## src/rtl/ram_arbiter_pkg.sv

```systemverilog
// Shared definitions for the two-port RAM arbiter: port identifiers and
// response FSM state encodings.
package ram_arbiter_pkg;

  localparam logic PORT_IF = 1'b0;
  localparam logic PORT_LS = 1'b1;

  typedef enum logic {
    ST_IDLE = 1'b0,
    ST_RSP  = 1'b1
  } rsp_state_t;

endpackage

```

## src/rtl/ram_arbiter_rr_arb2.sv

```systemverilog
// Two-way round-robin grant with a last-granted pointer that only moves
// when a request is actually accepted.
module rr_arb2
  import ram_arbiter_pkg::*;
(
  input  logic       clk,
  input  logic       rst,
  input  logic [1:0] req,
  output logic [1:0] gnt,
  output logic       gnt_id
);

  logic last;

  // last holds the most recently granted port; reset to PORT_LS so port 0 wins first
  always_ff @(posedge clk) begin
    if (rst) begin
      last <= PORT_LS;
    end else if (|gnt) begin
      last <= gnt_id;
    end
  end

  always_comb begin
    gnt = 2'b00;
    if (!rst) begin
      if (req == 2'b11) begin
        gnt = (last == PORT_LS) ? 2'b01 : 2'b10;
      end else begin
        gnt = req;
      end
    end
    gnt_id = gnt[1];
  end

endmodule

```

## src/rtl/ram_arbiter.sv

```systemverilog
// Arbitrates an instruction-fetch port and a load/store port onto a single
// synchronous RAM, returning one response per accepted request a cycle later.
module ram_arbiter
  import ram_arbiter_pkg::*;
#(
  parameter int AW = 32,
  parameter int DW = 32,
  parameter int MW = 4,
  parameter int DP = 512
) (
  input  logic          clk,
  input  logic          rst,

  input  logic          m0_req_valid,
  output logic          m0_req_ready,
  input  logic [AW-1:0] m0_req_addr,
  input  logic          m0_req_we,
  input  logic [MW-1:0] m0_req_wem,
  input  logic [DW-1:0] m0_req_wdata,
  output logic          m0_rsp_valid,
  output logic [DW-1:0] m0_rsp_rdata,
  output logic          m0_rsp_err,

  input  logic          m1_req_valid,
  output logic          m1_req_ready,
  input  logic [AW-1:0] m1_req_addr,
  input  logic          m1_req_we,
  input  logic [MW-1:0] m1_req_wem,
  input  logic [DW-1:0] m1_req_wdata,
  output logic          m1_rsp_valid,
  output logic [DW-1:0] m1_rsp_rdata,
  output logic          m1_rsp_err,

  output logic          ram_cs,
  output logic          ram_we,
  output logic [AW-1:0] ram_addr,
  output logic [MW-1:0] ram_wem,
  output logic [DW-1:0] ram_din,
  input  logic [DW-1:0] ram_dout
);

  localparam logic [AW-1:0] LIMIT = AW'(DP * 4);

  function automatic logic addr_ok(input logic [AW-1:0] a);
    return a < LIMIT;
  endfunction

  logic [1:0]    gnt;
  logic          gnt_id;
  logic          accept_p0;
  logic          in_range_p0;
  logic          we_p0;
  logic [AW-1:0] addr_p0;

  rsp_state_t    state, state_next;
  logic          owner_p1;
  logic          is_read_p1;
  logic          err_p1;
  logic          rsp_live;
  logic [DW-1:0] rdata_p1;

  rr_arb2 u_arb (
    .clk    (clk),
    .rst    (rst),
    .req    ({m1_req_valid, m0_req_valid}),
    .gnt    (gnt),
    .gnt_id (gnt_id)
  );

  // p0: request select and RAM drive
  always_comb begin
    accept_p0    = |gnt;
    m0_req_ready = gnt[0];
    m1_req_ready = gnt[1];
    addr_p0      = (gnt_id == PORT_LS) ? m1_req_addr  : m0_req_addr;
    we_p0        = (gnt_id == PORT_LS) ? m1_req_we    : m0_req_we;
    ram_wem      = (gnt_id == PORT_LS) ? m1_req_wem   : m0_req_wem;
    ram_din      = (gnt_id == PORT_LS) ? m1_req_wdata : m0_req_wdata;
    in_range_p0  = addr_ok(addr_p0);
    ram_addr     = addr_p0;
    ram_cs       = accept_p0 && in_range_p0;
    ram_we       = ram_cs && we_p0;
  end

  always_ff @(posedge clk) begin
    if (rst) begin
      state <= ST_IDLE;
    end else begin
      state <= state_next;
    end
  end

  always_comb begin
    state_next = state;
    case (state)
      ST_IDLE: if (accept_p0)  state_next = ST_RSP;
      ST_RSP:  if (!accept_p0) state_next = ST_IDLE;
      default: state_next = ST_IDLE;
    endcase
  end

  // p1: response attributes, qualified by the FSM state rather than reset
  always_ff @(posedge clk) begin
    if (accept_p0) begin
      owner_p1   <= gnt_id;
      is_read_p1 <= !we_p0;
      err_p1     <= !in_range_p0;
    end
  end

  always_comb begin
    rsp_live     = (state == ST_RSP) && !rst;
    rdata_p1     = (is_read_p1 && !err_p1) ? ram_dout : '0;
    m0_rsp_valid = rsp_live && (owner_p1 == PORT_IF);
    m1_rsp_valid = rsp_live && (owner_p1 == PORT_LS);
    m0_rsp_rdata = m0_rsp_valid ? rdata_p1 : '0;
    m1_rsp_rdata = m1_rsp_valid ? rdata_p1 : '0;
    m0_rsp_err   = m0_rsp_valid && err_p1;
    m1_rsp_err   = m1_rsp_valid && err_p1;
  end

endmodule

```

## config.mk

```make
export PLATFORM = sky130hd
export DESIGN_NAME = ram_arbiter
export DESIGN_NICKNAME = d
export VERILOG_FILES = /design/src/rtl/ram_arbiter_pkg.sv /design/src/rtl/ram_arbiter_rr_arb2.sv /design/src/rtl/ram_arbiter.sv
export SDC_FILE = /design/constraint.sdc
export NUM_CORES = 1
export LEC_CHECK = 0
export BUFFER_PORTS_ARGS = -buffer_cell sky130_fd_sc_hd__buf_2
export CAP_MARGIN = 40
export CORE_AREA = 2 2 122 124
export DETAILED_ROUTE_END_ITERATION = 12
export DIE_AREA = 0 0 124 126
export GPL_TIMING_DRIVEN = 0
export PLACE_DENSITY = 0.45
export SLEW_MARGIN = 30
export SYNTH_ARGS = -nofsm -noshare
export SYNTH_HDL_FRONTEND = slang
export SYNTH_SLANG_ARGS = --single-unit
```

## constraint.sdc

```tcl
create_clock -name clk -period 4.7 [get_ports clk]
set_input_delay 0.705 -clock clk [delete_from_list [all_inputs] [get_ports clk]]
set_output_delay 0.705 -clock clk [all_outputs]
set_load 0.02 [all_outputs]
```

==> flow_metrics.env <==
export IMPL_track_usage_pct=13.27
export IMPL_remaining_drc_errors=0
export IMPL_first_pass_iters=4
export IMPL_hold_violations=0
export IMPL_p_comb_share_pct=62.4
export IMPL_num_io_pins=314
export IMPL_clk_transition_reported_paths_ns=0.03
export IMPL_syn_area_mm2=0.001679
export IMPL_power_sequential_fraction_pct=10.1
export IMPL_synth_top_area_share_pct=45.60
export IMPL_clkPwrFrac_pct=27.5
export IMPL_syn_nets=512
export IMPL_die_area_mm2=0.01562
export IMPL_arrival_ns=2.40
export IMPL_drtIter0Drc=137
export IMPL_synthTopCellsByCount="nand2_1 (204), and3_1 (64), clkbuf_1 (19)"
export IMPL_critPathMaxFanout=9
export IMPL_p_sw_share_pct=43.53
export IMPL_seqCellArea_um2=130.1
export IMPL_outcome="complete, no violations"
export IMPL_synth_seq_cells=5
export IMPL_post_dp_cell_area_mm2=0.003476
export IMPL_post_cts_buffers=0
export IMPL_r2r_start="u_arb.last"
export IMPL_drive_above_1_share_pct=50.61
export IMPL_n_antenna_cell=0
export IMPL_power_switching_uw=220.6
export IMPL_root_buffer="clkbuf_16"
export IMPL_port_buffers=313
export IMPL_slew_viol_final=0
export IMPL_ctsLongestPathBuffers=2
export IMPL_nFillCells=1731
export IMPL_synth_area_leaders="nand2_1 (46%), and3_1 (24%), edfxtp_1 (5.4%), clkbuf_1 (4.2%), dfxtp_1 (2.4%)"
export IMPL_finalNonFillerCells=840
export IMPL_final_nets=831
export IMPL_ys_types=27
export IMPL_irDropWorstVdd_mv=0.08293
export IMPL_die_x_um=124
export IMPL_via_per_inst=3.945
export IMPL_dpl_worst_slack_ns=1.503
export IMPL_first_global_vias=3057
export IMPL_cp_top_family="simple AND/OR/NAND/NOR gates"
export IMPL_hold_class="register to register"
export IMPL_routedWlPerCell_um=13.43
export IMPL_cap_violations=0
export IMPL_ys_warn_count=0
export IMPL_stdcell_area_mm2=0.003560
export IMPL_path_buf_inv=4
export IMPL_syn_inst=338
export IMPL_end_kind="output port"
export IMPL_place_hpwl_um=9891
export IMPL_synth_edff_count=3
export IMPL_tritoncts="yes"
export IMPL_ant_nets=0
export IMPL_core_mm2=0.01431
export IMPL_cp_cell_sequence="buf_2 -> nand2b_1 -> or2_1 -> buf_2 -> inv_2 -> a41oi_1 -> nor4_2 -> buf_2"
export IMPL_cts_buffers=3
export IMPL_worstSetupStartpoint="rst"
export IMPL_syn2layout_area_growth_pct=112.0
export IMPL_drt_wl_total_um=11280
export IMPL_p_per_area_mw_per_mm2=142.3
export IMPL_dp_cells=835
export IMPL_p_int_uw=286.1
export IMPL_crit_top_cell="buf_2"
export IMPL_vias=3314
export IMPL_rows=44
export IMPL_skew_ns=0.001370
export IMPL_synth_area_per_cell_um2=4.968
export IMPL_antenna_found_initial=0
export IMPL_fmax_mhz=321.7
export IMPL_start_kind="input port"
export IMPL_cts_hold_buffers=0
export IMPL_worstSetupPathType="input port to output port"
export IMPL_min_period_over_period_pct=66.14
export IMPL_gp_congestion=0.7837
export IMPL_ys_seq_area_share_pct=7.750
export IMPL_min_period_ns=3.109
export IMPL_required_ns=3.99
export IMPL_rsz0062_at_grt="false"
export IMPL_slowest_stage="nor4_2"
export IMPL_die_h_um=126
export IMPL_grt_pass1_wl_um=16020
export IMPL_worst_slack_ns=1.591
export IMPL_clock_sinks=5
export IMPL_finalSetupTns_ns=0
export IMPL_synth_top_area_cell="nand2_1"
export IMPL_cts_htree_levels=1
export IMPL_grt_max_degree=12
export IMPL_grt_overflow_total=0
export IMPL_synth_most_common_cell="nand2_1"
export IMPL_max_stage_delay_ns=0.33
export IMPL_setup_violations=0
export IMPL_p_leak_uw=0.002550
export IMPL_fin_util_pct=24.87
export IMPL_cts_resized=0
export IMPL_clk_insertion_delay_late_ns=0.23
export IMPL_initial_core_util_pct=11.73
export IMPL_ys_flop_type="edfxtp_1"
export IMPL_relSlewSlack_pct=67.09
export IMPL_tightest_slew_ns=0.4937
export IMPL_multi_input_area_mm2=0.001413
export IMPL_hold_start="u_arb.last"
export IMPL_async_flop_share_pct=0
==> state kept, by name (all words and copies together) (netlist names) <==
signal and cells:
state 1, u_arb.last 1, err_p1 1, is_read_p1 1, owner_p1 1
==> kinds of logic after synthesis <==
family / synth area share (%)
DFF: 7.750
AOI/OAI and AO/OA: 1.640
and+or+nand+nor: 81.30
buffers and inverters: 8.122
muxes: 1.192
==> per-layer routing <==
layer  share of wire, %  vias up  track usage (%)
met1                 40     1435            15.56
met4               0.68        0            2.379
met2                 52      149            24.63
met5                  0        -                0
met3                7.3        4            2.853
li1                   -     1726                -
==> power groups by stage <==
stage | Clock (µW) | Sequential [µW] | Combinational, µW
4_1_cts | 141 | 51.4 | 320
3_3_place_gp | 0 | 51.9 | 320
3_5_place_dp | 0 | 52.0 | 319
6_report | 139 | 51.3 | 316
5_1_grt | 145 | 51.6 | 348
2_1_floorplan | 0 | 51.3 | 159
==> final timing paths <==
| kind | endpoint | slack [ns] | cells after the start |
|---|---|---|---|
| worst max-delay path | ram_we | 1.59 | 8 |
| worst min-delay path | u_arb.last | 0.50 | 2 |
| worst max register to register | err_p1 | 2.80 | 6 |
| worst min register to register | u_arb.last | 0.50 | 2 |
==> final cells by class <==
cell class                 instances  share of cell area (%)
tap                              184                   6.467
clock buffer                       4                   2.214
buffer                            29                   3.515
inverter                           3                  0.3163
multi-input combinational        301                   39.68
timing repair buffer             314                   44.15
sequential                         5                   3.656
==> placed cells by master, fill, tap and decap left out, drive strengths merged <==
cell type	count
dfxtp	2
nor4	7
nand2	204
and2	3
o21bai	1
nor2b	2
or4	4
mux2i	2
buf	323
inv	3
edfxtp	3
and3	64
and3b	1
clkbuf	24
or2	3
o2111a	1
nor3b	2
nor2	2
a41oi	1
nand2b	1
nor3	3
==> worst reg2reg max path, delay by kind of cell (launching register included) <==
kind,cells,cell delay (ns)
compound gates,1,0.27
buf+inv,2,0.36
flops,1,0.31
simple gates,3,0.71
==> stage by stage <==
step / hold slack (ns) / power, µW
after floorplan: 0.4764 / 210.8
after global placement: 0.5004 / 372.2
after detailed placement: 0.5015 / 370.9
after CTS: 0.5058 / 513.2
after global routing: 0.5365 / 544.0
final: 0.5017 / 506.7
(Power assumes the default switching activity.)
